## src/rtl/alien_pkg.sv

```systemverilog
// alien_pkg: shared colour constants, FSM state encoding and colour helper for the alien formation.
// Contents: COLOR_NONE, ALIEN_COLOR0..3, fsmState (WAIT/SCAN/STEP), colorOf().
package alien_pkg;
  localparam logic [2:0] COLOR_NONE   = 3'd0;
  localparam logic [2:0] ALIEN_COLOR0 = 3'd2;
  localparam logic [2:0] ALIEN_COLOR1 = 3'd3;
  localparam logic [2:0] ALIEN_COLOR2 = 3'd4;
  localparam logic [2:0] ALIEN_COLOR3 = 3'd5;
  typedef enum logic [1:0] {WAIT, SCAN, STEP} fsmState;
  function automatic logic [2:0] colorOf(input logic [1:0] k);
    return k == 2'd0 ? ALIEN_COLOR0 : k == 2'd1 ? ALIEN_COLOR1 : k == 2'd2 ? ALIEN_COLOR2 : ALIEN_COLOR3;
  endfunction
endpackage

```

## src/rtl/alien_formation_if.sv

```systemverilog
// alien_formation_if: frame/pixel/projectile inputs and formation status outputs of alien_formation.
// master: drives frameTick, hPos, vPos, hitValid, hitX, hitY; reads the formation outputs.
// slave : the formation; drives xAlien, yAlien, alive, aliveCount, colorAlien, hitKill, hitIndex, allDead, invaded.
interface alien_formation_if #(parameter int ROWS = 4, parameter int COLS = 8);
  localparam int N = ROWS * COLS;
  logic frameTick;
  logic [9:0] hPos, vPos;
  logic hitValid;
  logic [9:0] hitX, hitY;
  logic [9:0] xAlien, yAlien;
  logic [N-1:0] alive;
  logic [$clog2(N+1)-1:0] aliveCount;
  logic [2:0] colorAlien;
  logic hitKill;
  logic [$clog2(N)-1:0] hitIndex;
  logic allDead;
  logic invaded;
  modport master (
    output frameTick, hPos, vPos, hitValid, hitX, hitY,
    input  xAlien, yAlien, alive, aliveCount, colorAlien, hitKill, hitIndex, allDead, invaded
  );
  modport slave (
    input  frameTick, hPos, vPos, hitValid, hitX, hitY,
    output xAlien, yAlien, alive, aliveCount, colorAlien, hitKill, hitIndex, allDead, invaded
  );
endinterface

```

## src/rtl/alien_locate.sv

```systemverilog
// alien_locate: combinational point-to-cell locator for the alien grid.
// Inputs px/py (point), xAlien/yAlien (origin), alive (mask); outputs hit (point inside a live cell) and index (r*COLS+c).
module alien_locate import alien_pkg::*; #(
  parameter int ROWS = 4,
  parameter int COLS = 8,
  parameter int ALIEN_W = 20,
  parameter int ALIEN_H = 10,
  parameter int PITCH_X = 40,
  parameter int PITCH_Y = 20
) (
  input  logic [9:0] px,
  input  logic [9:0] py,
  input  logic [9:0] xAlien,
  input  logic [9:0] yAlien,
  input  logic [ROWS*COLS-1:0] alive,
  output logic hit,
  output logic [$clog2(ROWS*COLS)-1:0] index
);
  localparam int IW = $clog2(ROWS * COLS);
  // 11-bit arithmetic keeps cells past x/y = 1023 from wrapping back onto the screen.
  always_comb begin
    hit = 1'b0;
    index = '0;
    for (int r = 0; r < ROWS; r++)
      for (int c = 0; c < COLS; c++)
        if (alive[r*COLS+c] &&
            {1'b0, px} >= 11'(xAlien) + 11'(PITCH_X * c) &&
            {1'b0, px} <  11'(xAlien) + 11'(PITCH_X * c + ALIEN_W) &&
            {1'b0, py} >= 11'(yAlien) + 11'(PITCH_Y * r) &&
            {1'b0, py} <  11'(yAlien) + 11'(PITCH_Y * r + ALIEN_H)) begin
          hit = 1'b1;
          index = IW'(r * COLS + c);
        end
  end
endmodule

```

## src/rtl/alien_formation.sv

```systemverilog
// alien_formation: owns origin, march direction and alive mask; marches, kills on hits, colours pixels.
// Ports: clk, rst_n (synchronous, active low), bus (alien_formation_if.slave).
// Build option: ALIEN_SPEEDUP_EN makes the march period max(1, aliveCount >> 2) instead of MOVE_PERIOD.
module alien_formation import alien_pkg::*; #(
  parameter int ROWS = 4,
  parameter int COLS = 8,
  parameter int ALIEN_W = 20,
  parameter int ALIEN_H = 10,
  parameter int PITCH_X = 40,
  parameter int PITCH_Y = 20,
  parameter int START_X = 100,
  parameter int START_Y = 40,
  parameter int X_MIN = 8,
  parameter int X_MAX = 631,
  parameter int Y_MAX = 440,
  parameter int STEP_X = 4,
  parameter int STEP_Y = 10,
  parameter int MOVE_PERIOD = 8
) (
  input logic clk,
  input logic rst_n,
  alien_formation_if.slave bus
);
  localparam int N = ROWS * COLS;
  localparam int IW = $clog2(N);
  localparam int CW = $clog2(N + 1);
  localparam int FW = $clog2(MOVE_PERIOD + N + 1);
  fsmState state;
  logic [9:0] xAlien, yAlien, nextX, nextY;
  logic dirLeft, nextDir, seenLive, invaded, hitKill;
  logic [N-1:0] alive;
  logic [CW-1:0] aliveCount;
  logic [2:0] colorAlien;
  logic [IW-1:0] hitIndex, scanIdx, scanCol, scanRow, minCol, maxCol, maxRow;
  logic [FW-1:0] frameCnt, period;
  logic pixHit, prjHit, edgeHit;
  logic [IW-1:0] pixIdx, prjIdx;
  logic [10:0] rightEdge, leftEdge, lowEdge;
  alien_locate #(.ROWS(ROWS), .COLS(COLS), .ALIEN_W(ALIEN_W), .ALIEN_H(ALIEN_H), .PITCH_X(PITCH_X), .PITCH_Y(PITCH_Y))
    pixLoc (.px(bus.hPos), .py(bus.vPos), .xAlien(xAlien), .yAlien(yAlien), .alive(alive), .hit(pixHit), .index(pixIdx));
  alien_locate #(.ROWS(ROWS), .COLS(COLS), .ALIEN_W(ALIEN_W), .ALIEN_H(ALIEN_H), .PITCH_X(PITCH_X), .PITCH_Y(PITCH_Y))
    prjLoc (.px(bus.hitX), .py(bus.hitY), .xAlien(xAlien), .yAlien(yAlien), .alive(alive), .hit(prjHit), .index(prjIdx));
  always_comb begin
`ifdef ALIEN_SPEEDUP_EN
    period = (aliveCount >> 2) == '0 ? FW'(1) : FW'(aliveCount >> 2);
`else
    period = FW'(MOVE_PERIOD);
`endif
    scanCol = IW'(scanIdx % COLS);
    scanRow = IW'(scanIdx / COLS);
    rightEdge = 11'(xAlien) + 11'(PITCH_X) * 11'(maxCol) + 11'(ALIEN_W + STEP_X);
    leftEdge = 11'(xAlien) + 11'(PITCH_X) * 11'(minCol);
    edgeHit = dirLeft ? leftEdge < 11'(X_MIN + STEP_X) : rightEdge > 11'(X_MAX);
    nextX = !seenLive || edgeHit ? xAlien : dirLeft ? xAlien - 10'(STEP_X) : xAlien + 10'(STEP_X);
    nextY = seenLive && edgeHit ? yAlien + 10'(STEP_Y) : yAlien;
    nextDir = seenLive && edgeHit ? !dirLeft : dirLeft;
    lowEdge = 11'(nextY) + 11'(PITCH_Y) * 11'(maxRow) + 11'(ALIEN_H);
  end
  always_ff @(posedge clk) begin
    if (!rst_n) begin
      state <= WAIT;
      xAlien <= 10'(START_X);
      yAlien <= 10'(START_Y);
      dirLeft <= 1'b0;
      alive <= '1;
      aliveCount <= CW'(N);
      colorAlien <= COLOR_NONE;
      hitKill <= 1'b0;
      hitIndex <= '0;
      invaded <= 1'b0;
      frameCnt <= '0;
      scanIdx <= '0;
      minCol <= '0;
      maxCol <= '0;
      maxRow <= '0;
      seenLive <= 1'b0;
    end else begin
      colorAlien <= pixHit ? colorOf(pixIdx[1:0]) : COLOR_NONE;
      hitKill <= bus.hitValid && prjHit;
      if (bus.hitValid && prjHit) begin
        alive[prjIdx] <= 1'b0;
        aliveCount <= aliveCount - 1'b1;
        hitIndex <= prjIdx;
      end
      case (state)
        WAIT: if (bus.frameTick) begin
          // >= rather than == so a period that shrinks below the count still fires.
          if (frameCnt >= period - 1'b1) begin
            frameCnt <= '0;
            state <= SCAN;
            scanIdx <= '0;
            minCol <= IW'(COLS - 1);
            maxCol <= '0;
            maxRow <= '0;
            seenLive <= 1'b0;
          end else frameCnt <= frameCnt + 1'b1;
        end
        SCAN: begin
          if (alive[scanIdx]) begin
            seenLive <= 1'b1;
            if (scanCol < minCol) minCol <= scanCol;
            if (scanCol > maxCol) maxCol <= scanCol;
            if (scanRow > maxRow) maxRow <= scanRow;
          end
          scanIdx <= scanIdx + 1'b1;
          if (scanIdx == IW'(N - 1)) state <= STEP;
        end
        STEP: begin
          xAlien <= nextX;
          yAlien <= nextY;
          dirLeft <= nextDir;
          if (seenLive && lowEdge >= 11'(Y_MAX)) invaded <= 1'b1;
          state <= WAIT;
        end
        default: state <= WAIT;
      endcase
    end
  end
  assign bus.xAlien = xAlien;
  assign bus.yAlien = yAlien;
  assign bus.alive = alive;
  assign bus.aliveCount = aliveCount;
  assign bus.colorAlien = colorAlien;
  assign bus.hitKill = hitKill;
  assign bus.hitIndex = hitIndex;
  assign bus.allDead = aliveCount == '0;
  assign bus.invaded = invaded;
endmodule

```

## src/flat_wrapper.sv

```systemverilog
// flat-port wrapper written by rule: the top's interface ports become plain ports
module alien_formation_flat import alien_pkg::*;
#(
  parameter int ROWS = 4,
  parameter int COLS = 8,
  parameter int ALIEN_W = 20,
  parameter int ALIEN_H = 10,
  parameter int PITCH_X = 40,
  parameter int PITCH_Y = 20,
  parameter int START_X = 100,
  parameter int START_Y = 40,
  parameter int X_MIN = 8,
  parameter int X_MAX = 631,
  parameter int Y_MAX = 440,
  parameter int STEP_X = 4,
  parameter int STEP_Y = 10,
  parameter int MOVE_PERIOD = 8
)
  (clk, rst_n, bus_frameTick, bus_hPos, bus_vPos, bus_hitValid, bus_hitX, bus_hitY, bus_xAlien, bus_yAlien, bus_alive, bus_aliveCount, bus_colorAlien, bus_hitKill, bus_hitIndex, bus_allDead, bus_invaded);
  alien_formation_if #(.ROWS(ROWS), .COLS(COLS)) bus_i ();
  input logic clk;
  input logic rst_n;
  input wire logic [$bits(bus_i.frameTick)-1:0] bus_frameTick;
  input wire logic [$bits(bus_i.hPos)-1:0] bus_hPos;
  input wire logic [$bits(bus_i.vPos)-1:0] bus_vPos;
  input wire logic [$bits(bus_i.hitValid)-1:0] bus_hitValid;
  input wire logic [$bits(bus_i.hitX)-1:0] bus_hitX;
  input wire logic [$bits(bus_i.hitY)-1:0] bus_hitY;
  output wire logic [$bits(bus_i.xAlien)-1:0] bus_xAlien;
  output wire logic [$bits(bus_i.yAlien)-1:0] bus_yAlien;
  output wire logic [$bits(bus_i.alive)-1:0] bus_alive;
  output wire logic [$bits(bus_i.aliveCount)-1:0] bus_aliveCount;
  output wire logic [$bits(bus_i.colorAlien)-1:0] bus_colorAlien;
  output wire logic [$bits(bus_i.hitKill)-1:0] bus_hitKill;
  output wire logic [$bits(bus_i.hitIndex)-1:0] bus_hitIndex;
  output wire logic [$bits(bus_i.allDead)-1:0] bus_allDead;
  output wire logic [$bits(bus_i.invaded)-1:0] bus_invaded;
  assign bus_i.frameTick = bus_frameTick;
  assign bus_i.hPos = bus_hPos;
  assign bus_i.vPos = bus_vPos;
  assign bus_i.hitValid = bus_hitValid;
  assign bus_i.hitX = bus_hitX;
  assign bus_i.hitY = bus_hitY;
  assign bus_xAlien = bus_i.xAlien;
  assign bus_yAlien = bus_i.yAlien;
  assign bus_alive = bus_i.alive;
  assign bus_aliveCount = bus_i.aliveCount;
  assign bus_colorAlien = bus_i.colorAlien;
  assign bus_hitKill = bus_i.hitKill;
  assign bus_hitIndex = bus_i.hitIndex;
  assign bus_allDead = bus_i.allDead;
  assign bus_invaded = bus_i.invaded;
  alien_formation #(.ROWS(ROWS), .COLS(COLS), .ALIEN_W(ALIEN_W), .ALIEN_H(ALIEN_H), .PITCH_X(PITCH_X), .PITCH_Y(PITCH_Y), .START_X(START_X), .START_Y(START_Y), .X_MIN(X_MIN), .X_MAX(X_MAX), .Y_MAX(Y_MAX), .STEP_X(STEP_X), .STEP_Y(STEP_Y), .MOVE_PERIOD(MOVE_PERIOD)) u_core (.clk(clk), .rst_n(rst_n), .bus(bus_i));
endmodule
```

## config.mk

```make
export PLATFORM = sky130hd
export DESIGN_NAME = alien_formation_flat
export DESIGN_NICKNAME = d
export VERILOG_FILES = /design/src/rtl/alien_pkg.sv /design/src/rtl/alien_formation_if.sv /design/src/rtl/alien_locate.sv /design/src/rtl/alien_formation.sv /design/src/flat_wrapper.sv
export SDC_FILE = /design/constraint.sdc
export NUM_CORES = 1
export LEC_CHECK = 0
export ABC_AREA = 1
export CAP_MARGIN = 20
export CORE_MARGIN = 8
export CORE_UTILIZATION = 30
export DETAILED_ROUTE_END_ITERATION = 8
export SLEW_MARGIN = 20
export SYNTH_ARGS = -nofsm -noshare
export SYNTH_HDL_FRONTEND = slang
export SYNTH_SLANG_ARGS = --single-unit
```

## constraint.sdc

```tcl
create_clock -name clk -period 7.2 [get_ports clk]
set_clock_uncertainty 0.1 [all_clocks]
set_input_delay 1.08 -clock clk [delete_from_list [all_inputs] [get_ports clk]]
set_output_delay 1.08 -clock clk [all_outputs]
set_load 0.02 [all_outputs]
```

==> results, run 1 <==
- In this run, synthesis inferred 0 flip-flops with an integrated enable.
- IR analysis of the VDD net gives a maximum drop of 119 uV.
- Leaving out fill and tap cells, the most frequent cells in the layout are 527 x sky130_fd_sc_hd__nand2_1, 389 x sky130_fd_sc_hd__ha_1, 270 x sky130_fd_sc_hd__inv_1, 198 x sky130_fd_sc_hd__a21oi_1, 188 x sky130_fd_sc_hd__nor2_1.
- The worst-case setup slack after placement is 1.32 ns.
- Dividing the final minimum period by the clock period gives 0.798.
- The via count of the first global-routing pass is 16316.
- The sort of element at the end of the critical path is a flop.
- The least setup slack across all paths after layout is 1.45 ns.
- The fraction of the mapped netlist area in compound gates is 0.164.
- The clock passes through at most 2 buffers.
- The fraction of post-synthesis cell area in the top cell type by area is 0.297.
- The number of core rows is 85.
- The number of maximum-capacitance violations is 0.
- The largest net degree at the start of global routing is 60.
- The number of gates given a new drive strength after cts is 0.
- The worst relative slew slack is 0.187.
- The largest individual stage delay along the critical path comes from the cell sky130_fd_sc_hd__nor2_1.
- Setup repair after global routing left no endpoint under its margin.
- The detailed router finished its first iteration with 1437 violations.
- The region available for standard cell placement spans 53900 sq um.
- The register bit count reported by yosys is 88.
- Relative to the synthesized area, the layout overhead comes to 13.3%.
- The maximum clock frequency is 174 MHz.
- The library cell used most frequently in the layout, excluding fill and tap cells, is sky130_fd_sc_hd__nand2_1.
- The gate count of the mapped netlist is 2452.
- The final hold violation count came to 0.
- The xor/xnor share of the synthesized area is 0.0561.
- The mapped cell area is 16400 sq um.
- The number of buffers inserted to repair setup after CTS is 0.
- Counting flops with an async set or reset pin after synthesis yields a share of 0.
- Of the total synthesized cell area, the portion taken by full adders, half adders and majority gates is 0.302.
- For this run, the total global-route usage over all layers was measured as 0.186.
- The die outline area is 62400 sq um.
- The horizontal extent of the die is 250 microns.
- The largest fanout on the critical path is 15.
- The count of pins over their slew limit came to 0.
- After routing, the total negative slack on setup checks comes to 0 ns.
- The flow ran to the end, and the final reports show no timing, DRC or antenna violations.
- The ratio of cells with drive above 1 in the final layout is 0.0450.
- The number of hold buffers added after CTS was 0.
- The number of distinct library cell variants in the gate-level netlist after synthesis is 66.
- The biggest area consumer among synthesized cells is sky130_fd_sc_hd__ha_1.
- The cell that appears most often on the critical path is sky130_fd_sc_hd__nand2_1.
- The multiplexer fraction of the synthesized cell area is 0.
- STA classifies the critical path startpoint as a flop.
- The number of CTS-inserted buffers is 9.
- The global placement routability congestion is 0.956.
- The warning count from the yosys run is 0.
- The initial antenna violation count is 0.
- The master cell of the clock root buffer is sky130_fd_sc_hd__clkbuf_16.
- For this run, the share of the core covered by cells in the final layout is 0.345.
- The post-CTS clock slew at the launch and capture registers of the worst setup and hold paths is 0.07 ns.
- The number of nets in the layout is 2988.
- The time the final worst path needs with I/O delays and setup is 5.75 ns.
- The wire-length estimate of the detail-placed layout is 46400 microns.
- Wires add up to 59700 microns.
- For this design the top-level I/O count stands at 113.
- The count of TritonRoute iterations in the first routing pass is 6.
- The number of input and output port buffers inserted is 109.
- The areal power density over the cells is 88.1 nW/um^2.
- After synthesis, the largest family of logic cells by area is adder cells.
- The post-synthesis area per instance is 6.69 sq um.
- TritonCTS built the clock tree.
- Counting every sink on the clock net gives 88.
- The worst-case register-to-register setup slack is 1.45 ns.
- The leakage power total is 9.33 nW.
- In the final routed layout, each cell accounts on average for 18.3 microns.
- The area fraction in and, or, nand and nor cells after synthesis is 0.288.
- Data arrives at the worst endpoint at 5.86 ns.
- The detail-routed via count per cell is 5.22.
- The data required time at the worst endpoint is 7.31 ns.
- The repair_antennas step left the layout with diodes totalling 0.
- Of the synthesized area, sequential elements account for 0.107.
- The CTS H-tree depth is 3.
- The commonest register cell after synthesis is sky130_fd_sc_hd__dfxtp_1.
- After detailed routing, the number of remaining DRC violations is 0.
- The min-delay analysis places its worst path in the category flop to flop.
- The clock reaches the later pin of the worst-skew pair after 0.36 ns.
- Global routing finished with a remaining overflow of 0.
- In this run the remaining antenna-violating nets after routing total 0.
- The category of the most critical setup path is flop to flop.
- The transition time at the pin with the least slew margin is 1.22 ns.
- The initial cell density of the core is 0.304.
- In this run the vertical extent of the chip is 250 microns.
- The first global-routing pass estimated 93100 microns of wire.
- By area the synthesized netlist is led by sky130_fd_sc_hd__ha_1 30%, sky130_fd_sc_hd__nand2_1 12%, sky130_fd_sc_hd__dfxtp_1 11%, sky130_fd_sc_hd__inv_1 6.2%, sky130_fd_sc_hd__a21oi_1 6.0%.
- The highest cell delay on the worst timing path is 0.54 ns.
- After filler insertion, the fill cell instance count of the layout stands at 5839.
- The routed layout has 16989 vias.
- Setup violations remaining at the end of the flow were counted as 0.
-- registers in the layout (all words and copies together), names as in the netlist, 2 cells and up --
| signal | flops |
|---|---|
| u_core.bus.xAlien | 8 |
| u_core.maxCol | 3 |
| u_core.scanIdx | 5 |
| u_core.maxRow | 2 |
| u_core.state | 2 |
| u_core.frameCnt | 6 |
| u_core.bus.aliveCount | 6 |
| u_core.bus.alive | 32 |
| u_core.bus.yAlien | 9 |
| u_core.bus.hitIndex | 5 |
| u_core.minCol | 3 |
| u_core.bus.colorAlien | 3 |
-- layer usage --
| layer | vias up | wire [microns] | global-route usage |
|---|---|---|---|
| met1 | 7704 | 27400 | 0.252 |
| li1 | 8584 | - | - |
| met2 | 590 | 26200 | 0.298 |
| met3 | 111 | 3930 | 0.0218 |
| met5 | - | 0 | 0 |
| met4 | 0 | 2200 | 0.0701 |
-- cells by family after synthesis --
kind of cell | after synthesis
simple gates | 1058
compound gates | 466
fa+ha+maj | 393
buf+inv | 341
xor+xnor | 105
flops | 88
other cells | 1
-- final cells by class --
| cell class | instances | area (sq um) | area share |
|---|---|---|---|
| multi-input combinational | 2025 | 13300 | 0.715 |
| clock inverter | 7 | 67.6 | 0.00364 |
| clock buffer | 9 | 225 | 0.0121 |
| timing repair buffer | 129 | 1240 | 0.0665 |
| tap | 696 | 871 | 0.0469 |
| sequential | 88 | 1760 | 0.0948 |
| inverter | 298 | 1120 | 0.0605 |
-- critical path: cells and delay by family, from the launching register on --
family	cells	cell delay, ns
fa+ha+maj	5	1.37
simple gates	8	1.10
flops	1	0.30
compound gates	10	1.76
buf+inv	6	0.96
-- stage by stage --
stage                     hold WS [ns]  power, mW  cell area [sq um]  instances
final                            0.335       1.64              18600       3252
after global routing             0.357       1.74              18600       3252
after CTS                        0.338       1.64              18600       3252
after detailed placement         0.327       1.16              18300       3236
after global placement           0.322       1.16              18300       3236
after floorplan                  0.315      0.929              16400       2454
-- cell usage after synthesis (3+ instances only) --
master,n
sky130_fd_sc_hd__o2111ai_1,4
sky130_fd_sc_hd__nor2_2,14
sky130_fd_sc_hd__o21bai_1,10
sky130_fd_sc_hd__o21ai_1,11
sky130_fd_sc_hd__nor3_1,47
sky130_fd_sc_hd__a31oi_1,9
sky130_fd_sc_hd__clkbuf_1,17
sky130_fd_sc_hd__nand2_1,527
sky130_fd_sc_hd__nand2_4,5
sky130_fd_sc_hd__a21oi_1,198
sky130_fd_sc_hd__fa_1,4
sky130_fd_sc_hd__a21o_1,14
sky130_fd_sc_hd__o21a_1,21
sky130_fd_sc_hd__a21boi_0,8
sky130_fd_sc_hd__clkinv_1,7
sky130_fd_sc_hd__nand3_1,135
sky130_fd_sc_hd__o211ai_1,13
sky130_fd_sc_hd__nand3_2,7
sky130_fd_sc_hd__nand3b_1,18
sky130_fd_sc_hd__buf_2,6
sky130_fd_sc_hd__xor2_1,98
sky130_fd_sc_hd__inv_2,18
sky130_fd_sc_hd__a221oi_1,7
sky130_fd_sc_hd__a211oi_1,14
sky130_fd_sc_hd__nand2_2,11
sky130_fd_sc_hd__xnor2_1,7
sky130_fd_sc_hd__inv_1,270
sky130_fd_sc_hd__o31ai_1,5
sky130_fd_sc_hd__ha_1,389
sky130_fd_sc_hd__buf_1,7
sky130_fd_sc_hd__and2_1,8
sky130_fd_sc_hd__or2_2,5
sky130_fd_sc_hd__o21ai_0,130
sky130_fd_sc_hd__nand4_1,77
sky130_fd_sc_hd__nor4_1,5
sky130_fd_sc_hd__dfxtp_1,88
sky130_fd_sc_hd__buf_6,4
sky130_fd_sc_hd__a21oi_2,3
sky130_fd_sc_hd__nor2_1,188
sky130_fd_sc_hd__buf_4,9
sky130_fd_sc_hd__nor3_2,3
-- power by group --
part	internal, mW	switching, mW
combinational	0.223	0.403
clock	0.245	0.233
sequential	0.508	0.0240
-- path summary, 6_finish.rpt --
kind	from	to	depth (start not counted)
setup reg to reg	u_core.bus.xAlien[3]$_SDFFE_PN0P_	u_core.bus.invaded$_SDFFE_PN0P_	29
setup / recovery	u_core.bus.xAlien[3]$_SDFFE_PN0P_	u_core.bus.invaded$_SDFFE_PN0P_	29
hold / removal	u_core.frameCnt[4]$_SDFFE_PN0P_	u_core.frameCnt[4]$_SDFFE_PN0P_	2
hold reg to reg	u_core.frameCnt[4]$_SDFFE_PN0P_	u_core.frameCnt[4]$_SDFFE_PN0P_	2
No activity file was read; power rests on OpenSTA's default activity.
==> run 2: changes to the inputs <==
Clock period 7.2 ns to 5.94 ns, I/O delays scaled along.
==> run 2 against run 1 <==
Compared with the run above: sequential power is 21% higher; clock power is 40% higher; count of clock-buffer cells in the layout is 1 higher; global-route usage is 0.085 points higher; sequential share of layout area is 0.15 points lower; core utilization is 0.54 points higher; cell count is 0.98% higher; register-to-register slack worse by 0.84 ns; critical path type unchanged.
==> results, run 2 (same netlist as run 1, synthesis figures left out) <==
- The flow ran to the end, and the final reports show no timing, DRC or antenna violations.
- Dividing total power by cell area gives a power density of 110 nW/um^2.
- The total number of vias is 17209.
- The gate family responsible for the most delay along the worst path is simple AND/OR/NAND/NOR gates.
- The global placement routability congestion is 0.977.
- TritonCTS built the clock tree.
- In this run the worst setup path terminates at u_core.bus.alive[12]$_SDFFE_PN1P_.
- The total area inside the core boundary comes to 53900 sq um.
- Counting the buffers created by CTS gives 9.
- The critical path depth is 27.
- The final-layout worst hold slack is 0.336 ns.
- Setup repair after global routing left no endpoint under its margin.
- The number of setup violations in the final report is 0.
- For this run, the slowest stage of the critical path takes 0.44 ns.
- The startpoint of the most critical setup path is u_core.bus.xAlien[5]$_SDFFE_PN1P_.
- The master cell of the clock root buffer is sky130_fd_sc_hd__clkbuf_16.
- The arrival time of the worst setup path is 5.45 ns.
- The count of TritonRoute iterations in the first routing pass is 5.
- The overall fraction of global-route tracks in use is 0.187.
- Total power for the finished layout comes to 2.08 mW.
- The final period utilization is 0.898.
- The largest net degree at the start of global routing is 59.
- The final routed wirelength across all metal layers is 60100 microns.
- The worst-case register-to-register setup slack is 0.61 ns.
- Leaving out filler cells and counting taps, the final layout contains 3284.
- The count of nets left with antenna violations once routing finished came out at 0.
- The wire length of the first global-routing pass is 93600 microns.
- The endpoint identified for the worst register-to-register timing path is u_core.bus.alive[12]$_SDFFE_PN1P_.
- The count of pins over their slew limit is 0.
- The HPWL after detailed placement is 48200 microns.
- Input and output buffers added on the ports amount to 109.
- The initial antenna violation count is 0.
- From left edge to right edge, the die measures 250 microns.
- The detail-routed via count per cell is 5.24.
- The startpoint identified for the worst register-to-register timing path is u_core.bus.xAlien[5]$_SDFFE_PN1P_.
- Among the stages of the critical path, the cell type that occurs most often is sky130_fd_sc_hd__nand2_1.
- The CTS H-tree depth is 3.
- The worst relative slew slack is 0.390.
- Along the worst path, the maximum fanout reaches 14.
- For this run, the top clock speed supported by timing is 188 MHz.
- The fill cell instance count of the final layout is 5819.
- The combined buffer and inverter count along the critical path is 4.
- The tightest min-delay check is of the flop to flop type.
- The worst-case setup slack after placement is 0.626 ns.
- After clock tree synthesis, the flow added hold-fix buffers numbering 0.
- Measured in cells, the most critical reg-to-reg path has a length of 27.
- 0 antenna diodes ended up in the layout.
- The final hold violation count is 0.
- The critical path's slowest cell is sky130_fd_sc_hd__a21oi_1.
- The most flop-heavy register is u_core.bus.alive.
- The number of flip-flops in the largest register is 32.
- After routing the design area is 18900 sq um.
- The ratio of cells with drive above 1 in the final layout is 0.0564.
- For the worst setup path, the data required time is 6.05 ns.
- The category of the most critical setup path is flop to flop.
- VDD sags by at most 133 uV.
- The largest registers in the layout are u_core.bus.alive (32), u_core.bus.yAlien (9), u_core.bus.xAlien (8).
- Max-cap violations in this run came to 0.
- The number of gates resized after CTS was 0.
- The final layout contains 3021 nets.
- 113 I/O pins were placed.
- In this run the vertical extent of the chip is 250 microns.
- The clock latency reported for the late side of the worst-skew pair is 0.35 ns.
- The number of buffers inserted to repair setup after CTS is 0.
- The transition time at the pin with the least slew margin is 0.913 ns.
- The least setup slack across all paths after layout is 0.607 ns.
- The count of routing violations after the opening detailed-route iteration is 1245.
- The die outline area is 62400 sq um.
- The post-layout utilization of the core is 0.350.
- The initial cell density of the core is 0.304.
- Summing all placed instances gives a cell area of 18500 sq um.
- The aggregate negative setup slack is 0 ns.
- STA classifies the critical path startpoint as a flop.
- The post-CTS clock slew at the launch and capture registers of the worst setup and hold paths is 0.07 ns.
- The most common cell after layout, fill and taps aside is sky130_fd_sc_hd__nand2_1.
- The longest clock path from root to sink contains 2 buffers.
- The area growth from synthesis to layout is 15.0%.
- The remaining design rule violation count is 0.
- The residual overflow from global routing is 0.
- Subtracting the final worst setup slack from the clock period gives 5.33 ns.
- The analysis attributes to cell leakage a power of 9.50 nW.
- The via count of the first global-routing pass is 16315.
- Counting tap cells, the placed design contains a total of 3269 instances.
- The library cells used most frequently in the layout, excluding fill and tap cells, are 527 x sky130_fd_sc_hd__nand2_1, 389 x sky130_fd_sc_hd__ha_1, 270 x sky130_fd_sc_hd__inv_1, 198 x sky130_fd_sc_hd__a21oi_1, 188 x sky130_fd_sc_hd__nor2_1.
- Clock tree synthesis found a total of 88 sinks.
- The sort of element at the end of the critical path is a flop.
- Dividing the detail-routed wire length by the instance count gives 18.3 microns.
- The number of core rows is 85.
==> run 2: cell count changes in the layout (fill, tap and decap cells not counted) <==
| cell | previous run | this run |
|---|---|---|
| sky130_fd_sc_hd__inv_8 | 3 | 0 |
| sky130_fd_sc_hd__clkbuf_1 | 0 | 1 |
| sky130_fd_sc_hd__bufinv_16 | 0 | 3 |
| sky130_fd_sc_hd__inv_6 | 2 | 0 |
| sky130_fd_sc_hd__buf_4 | 20 | 53 |
==> run 2: worst min path at each step <==
stage,startpoint,end,depth (start not counted)
6_report,u_core.frameCnt[4]$_SDFFE_PN0P_,u_core.frameCnt[4]$_SDFFE_PN0P_,2
5_1_grt,u_core.frameCnt[4]$_SDFFE_PN0P_,u_core.frameCnt[4]$_SDFFE_PN0P_,2
4_1_cts,u_core.frameCnt[4]$_SDFFE_PN0P_,u_core.frameCnt[4]$_SDFFE_PN0P_,2
3_5_place_dp,u_core.frameCnt[4]$_SDFFE_PN0P_,u_core.frameCnt[4]$_SDFFE_PN0P_,2
3_3_place_gp,u_core.frameCnt[4]$_SDFFE_PN0P_,u_core.frameCnt[4]$_SDFFE_PN0P_,2
2_1_floorplan,u_core.frameCnt[4]$_SDFFE_PN0P_,u_core.frameCnt[4]$_SDFFE_PN0P_,2
==> run 2: layout make-up <==
cell class	count	area (sq um)	share of cell area
flip-flops and latches	88	1760	0.0934
clock buffers	10	229	0.0121
repair buffers	162	1480	0.0786
clock inverters	5	106	0.00564
inverters	298	1120	0.0596
well taps	696	871	0.0462
multi-input cells	2025	13300	0.704
==> run 2: worst register-to-register path, stage by stage, from the launching register on <==
cell	delay (ns)
sky130_fd_sc_hd__dfxtp_1	0.35
sky130_fd_sc_hd__buf_4	0.20
sky130_fd_sc_hd__inv_2	0.32
sky130_fd_sc_hd__ha_1	0.44
sky130_fd_sc_hd__o21ai_2	0.13
sky130_fd_sc_hd__nand2_1	0.09
sky130_fd_sc_hd__nand2_1	0.10
sky130_fd_sc_hd__xor2_1	0.20
sky130_fd_sc_hd__ha_1	0.32
sky130_fd_sc_hd__a21o_1	0.16
sky130_fd_sc_hd__nand3_1	0.08
sky130_fd_sc_hd__nand2_1	0.10
sky130_fd_sc_hd__o21bai_1	0.17
sky130_fd_sc_hd__nor2_1	0.31
sky130_fd_sc_hd__nand2_1	0.10
sky130_fd_sc_hd__a21oi_1	0.44
sky130_fd_sc_hd__nand3_1	0.18
sky130_fd_sc_hd__inv_1	0.12
sky130_fd_sc_hd__nor2_1	0.06
sky130_fd_sc_hd__nor4b_1	0.14
sky130_fd_sc_hd__nand4_1	0.12
sky130_fd_sc_hd__nand2_1	0.14
sky130_fd_sc_hd__inv_2	0.20
sky130_fd_sc_hd__nand2_1	0.10
sky130_fd_sc_hd__nor2_1	0.28
sky130_fd_sc_hd__nand4_1	0.13
sky130_fd_sc_hd__nand2_1	0.08
sky130_fd_sc_hd__nand2_1	0.05
==> run 2: where the power goes <==
part	switching, mW	internal [mW]	total, mW
clock	0.260	0.410	0.670
sequential	0.0296	0.617	0.646
combinational	0.487	0.281	0.768
==> run 2: per-layer routing <==
metal	vias up	share of wire	global-route usage
li1	8643	-	-
met1	7864	0.45	0.249
met2	581	0.45	0.305
met3	121	0.067	0.0266
met4	0	0.035	0.0642
met5	-	0	0
==> run 3: changes to the inputs <==
Settings changed: RECOVER_POWER from default to 25.
==> run 3 against run 2 <==
Compared with the run above: clock power is essentially flat; via count is essentially flat; sequential power is essentially flat; highest routed layer unchanged; die area is the same; setup slack lost 0.0058 ns; first-iteration DRC count grew 0.48%; global-route usage is the same.
==> results, run 3 (same netlist as run 1, synthesis figures left out) <==
- The pre-antenna-repair detailed-routing pass consisted of 5 iterations.
- The sort of element at the end of the critical path is a flop.
- The die outline height is 250 microns.
- The final hold violation count came to 0.
- At the end of the flow the core is filled with cells to 0.350.
- In this run the tool buffered the top-level ports with 109 buffer cells.
- The critical path's slowest cell is sky130_fd_sc_hd__a21oi_1.
- The design internal power is 1.30 mW.
- The ratio of cells with drive above 1 in the final layout is 0.0564.
- The clock tree from TritonCTS is built.
- Detailed placement finished with a half-perimeter wire length of 48200 microns.
- Of the available clock period, the critical path in the final layout requires 0.899.
- Of the total power, the share spent switching nets is 0.373.
- The number of nets in the layout is 3021.
- The highest cell delay on the worst timing path is 0.45 ns.
- The maximum clock insertion buffer count is 2.
- The die covers 62400 sq um.
- The arrival time of the worst setup path is 5.48 ns.
- Setup repair after global routing left no endpoint under its margin.
- The root buffer cell chosen for the clock tree is sky130_fd_sc_hd__clkbuf_16.
- The initial antenna violation count is 0.
- The number of inserted diodes is 0.
- The detail route stage leaves a number of antenna-violating nets equal to 0.
- The detail-routed via count per cell is 5.24.
- The initialized floorplan defines 85 standard-cell rows.
- The transition time at the pin with the least slew margin is 0.914 ns.
- Entering global routing, the biggest net connects 59 pins.
- The data required time at the worst endpoint is 6.08 ns.
- The number of flip-flops in the largest register is 32.
- The via count of the first global-routing pass is 16315.
- The worst relative slew slack is 0.389.
- The first global-routing pass estimated 93600 microns of wire.
- The initial utilization of the core area, before any placement, comes to 0.304.
- The floorplan step defined a core boundary enclosing 53900 sq um.
- The detailed router put a total of 27100 microns of wire on met1.
- The largest fanout on the critical path is 17.
- The tightest min-delay check is of the flop to flop type.
- After detailed routing, the met3 layer carries 4050 microns of wire.
- The run finished with clean final reports.
- The count of pins over their slew limit is 0.
- The number of buffers inserted to repair setup after CTS is 0.
- The final routed wirelength across all metal layers is 60100 microns.
- Of the total power, the clock network draws 0.322.
- In the final layout, the registers with the most flip-flops are u_core.bus.alive (32), u_core.bus.yAlien (9), u_core.bus.xAlien (8).
- The switching power of the nets is 0.775 mW.
- Wire segments on met2 add up to 26800 microns in the final route.
- The overall fraction of global-route tracks in use is 0.187.
- In the layout the commonest cells are 527 x sky130_fd_sc_hd__nand2_1, 389 x sky130_fd_sc_hd__ha_1, 270 x sky130_fd_sc_hd__inv_1, 198 x sky130_fd_sc_hd__a21oi_1, 188 x sky130_fd_sc_hd__nor2_1.
- The wire length per cell is 18.3 microns.
- The first routing iteration left 1251 violations.
- The most flop-heavy register is u_core.bus.alive.
- The time the final worst path needs with I/O delays and setup is 5.34 ns.
- The TritonCTS sink count is 88.
- The most common cell after layout, fill and taps aside is sky130_fd_sc_hd__nand2_1.
- The number of setup violations in the final report is 0.
- Summed over all cells, the static leakage comes to 9.51 nW.
- STA classifies the critical path startpoint as a flop.
- Compared with the post-synthesis result, the final layout area differs by 15.0%.
- Overall power consumption after layout is estimated at 2.08 mW.
- The global placement routability congestion is 0.977.
- Based on the critical path, the design can be clocked at up to 187 MHz.
- The number of maximum-capacitance violations is 0.
- By instance count, the cell type seen most on the critical path is sky130_fd_sc_hd__nand2_1.
- The setup path with the least slack is of type flop to flop.
- The aggregate negative setup slack is 0 ns.
- In this run, CTS created clock tree buffers numbering 9.
- For this run, design rule violations remaining after detail routing come to 0.
- The uppermost layer routed is met4.
- The worst-case IR drop observed on VDD is 133 uV.
- Of the total power, combinational logic draws 0.367.
- The share of total power dissipated in sequential elements is 0.311.
- The total number of vias is 17200.
- The count of hold buffers inserted by post-cts repair is 0.
- The number of gates given a new drive strength after cts is 0.
- The clock latency reported for the late side of the worst-skew pair is 0.35 ns.
- In this run the count of I/O pins placed on the die edge is 113.
- The areal power density over the cells is 110 nW/um^2.
- The worst-case register-to-register setup slack is 0.60 ns.
- Clock-pin slew was measured on the worst setup and hold paths at 0.07 ns.
- In this run the horizontal extent of the chip is 250 microns.
- The CTS H-tree depth is 3.
- The residual overflow from global routing is 0.
[run 3: cell types whose count changed in the layout (fill, tap and decap cells not counted), sizes merged]
cell           change
clkdlybuf4s50     -27
dlygate4sd3       +27
[run 3: per-layer routing]
| metal | vias up | track usage |
|---|---|---|
| met2 | 592 | 0.305 |
| met4 | 0 | 0.0642 |
| met5 | - | 0 |
| met1 | 7843 | 0.249 |
| met3 | 121 | 0.0266 |
| li1 | 8644 | - |
[run 3: final cells by class]
type | instances | area [sq um]
tap | 696 | 871
clock inverter | 5 | 106
fill | 5819 | 35100
multi-input combinational | 2025 | 13300
inverter | 298 | 1120
timing repair buffer | 162 | 1480
sequential | 88 | 1760
clock buffer | 10 | 229
[run 3: power groups by stage]
stage,clock network (mW),registers [mW],logic [mW]
finish,0.669,0.645,0.762
global route,0.704,0.648,0.854
CTS,0.683,0.646,0.761
detailed placement,0,0.660,0.757
global placement,0,0.660,0.759
floorplan,0,0.678,0.448
[run 3: path summary, 6_finish.rpt]
path,end,depth (start not counted),from
worst max-delay path,u_core.bus.hitIndex[0]$_SDFFE_PN0P_,36,u_core.bus.xAlien[5]$_SDFFE_PN1P_
worst min-delay path,u_core.frameCnt[4]$_SDFFE_PN0P_,2,u_core.frameCnt[4]$_SDFFE_PN0P_
worst max register to register,u_core.bus.hitIndex[0]$_SDFFE_PN0P_,36,u_core.bus.xAlien[5]$_SDFFE_PN1P_
worst min register to register,u_core.frameCnt[4]$_SDFFE_PN0P_,2,u_core.frameCnt[4]$_SDFFE_PN0P_
[run 3: through the flow]
step | hold WS (ns) | cell area (sq um) | setup slack, ns | instances
finish | 0.336 | 18900 | 0.601 | 3284
global route | 0.350 | 18900 | 0.0784 | 3284
CTS | 0.338 | 18900 | 0.605 | 3284
detailed placement | 0.328 | 18500 | 0.626 | 3269
global placement | 0.324 | 18500 | 0.649 | 3269
floorplan | 0.315 | 16400 | 0.523 | 2454
[run 3: critical path, delay by kind of cell, from the launching register on]
kind / cells / cell delay (ns)
buffers and inverters: 3 / 0.57
AO/OA/AOI/OAI: 5 / 1.07
adder cells (fa/ha/maj): 2 / 0.75
XOR/XNOR: 1 / 0.20
AND/OR/NAND/NOR: 25 / 2.18
flip-flops: 1 / 0.35
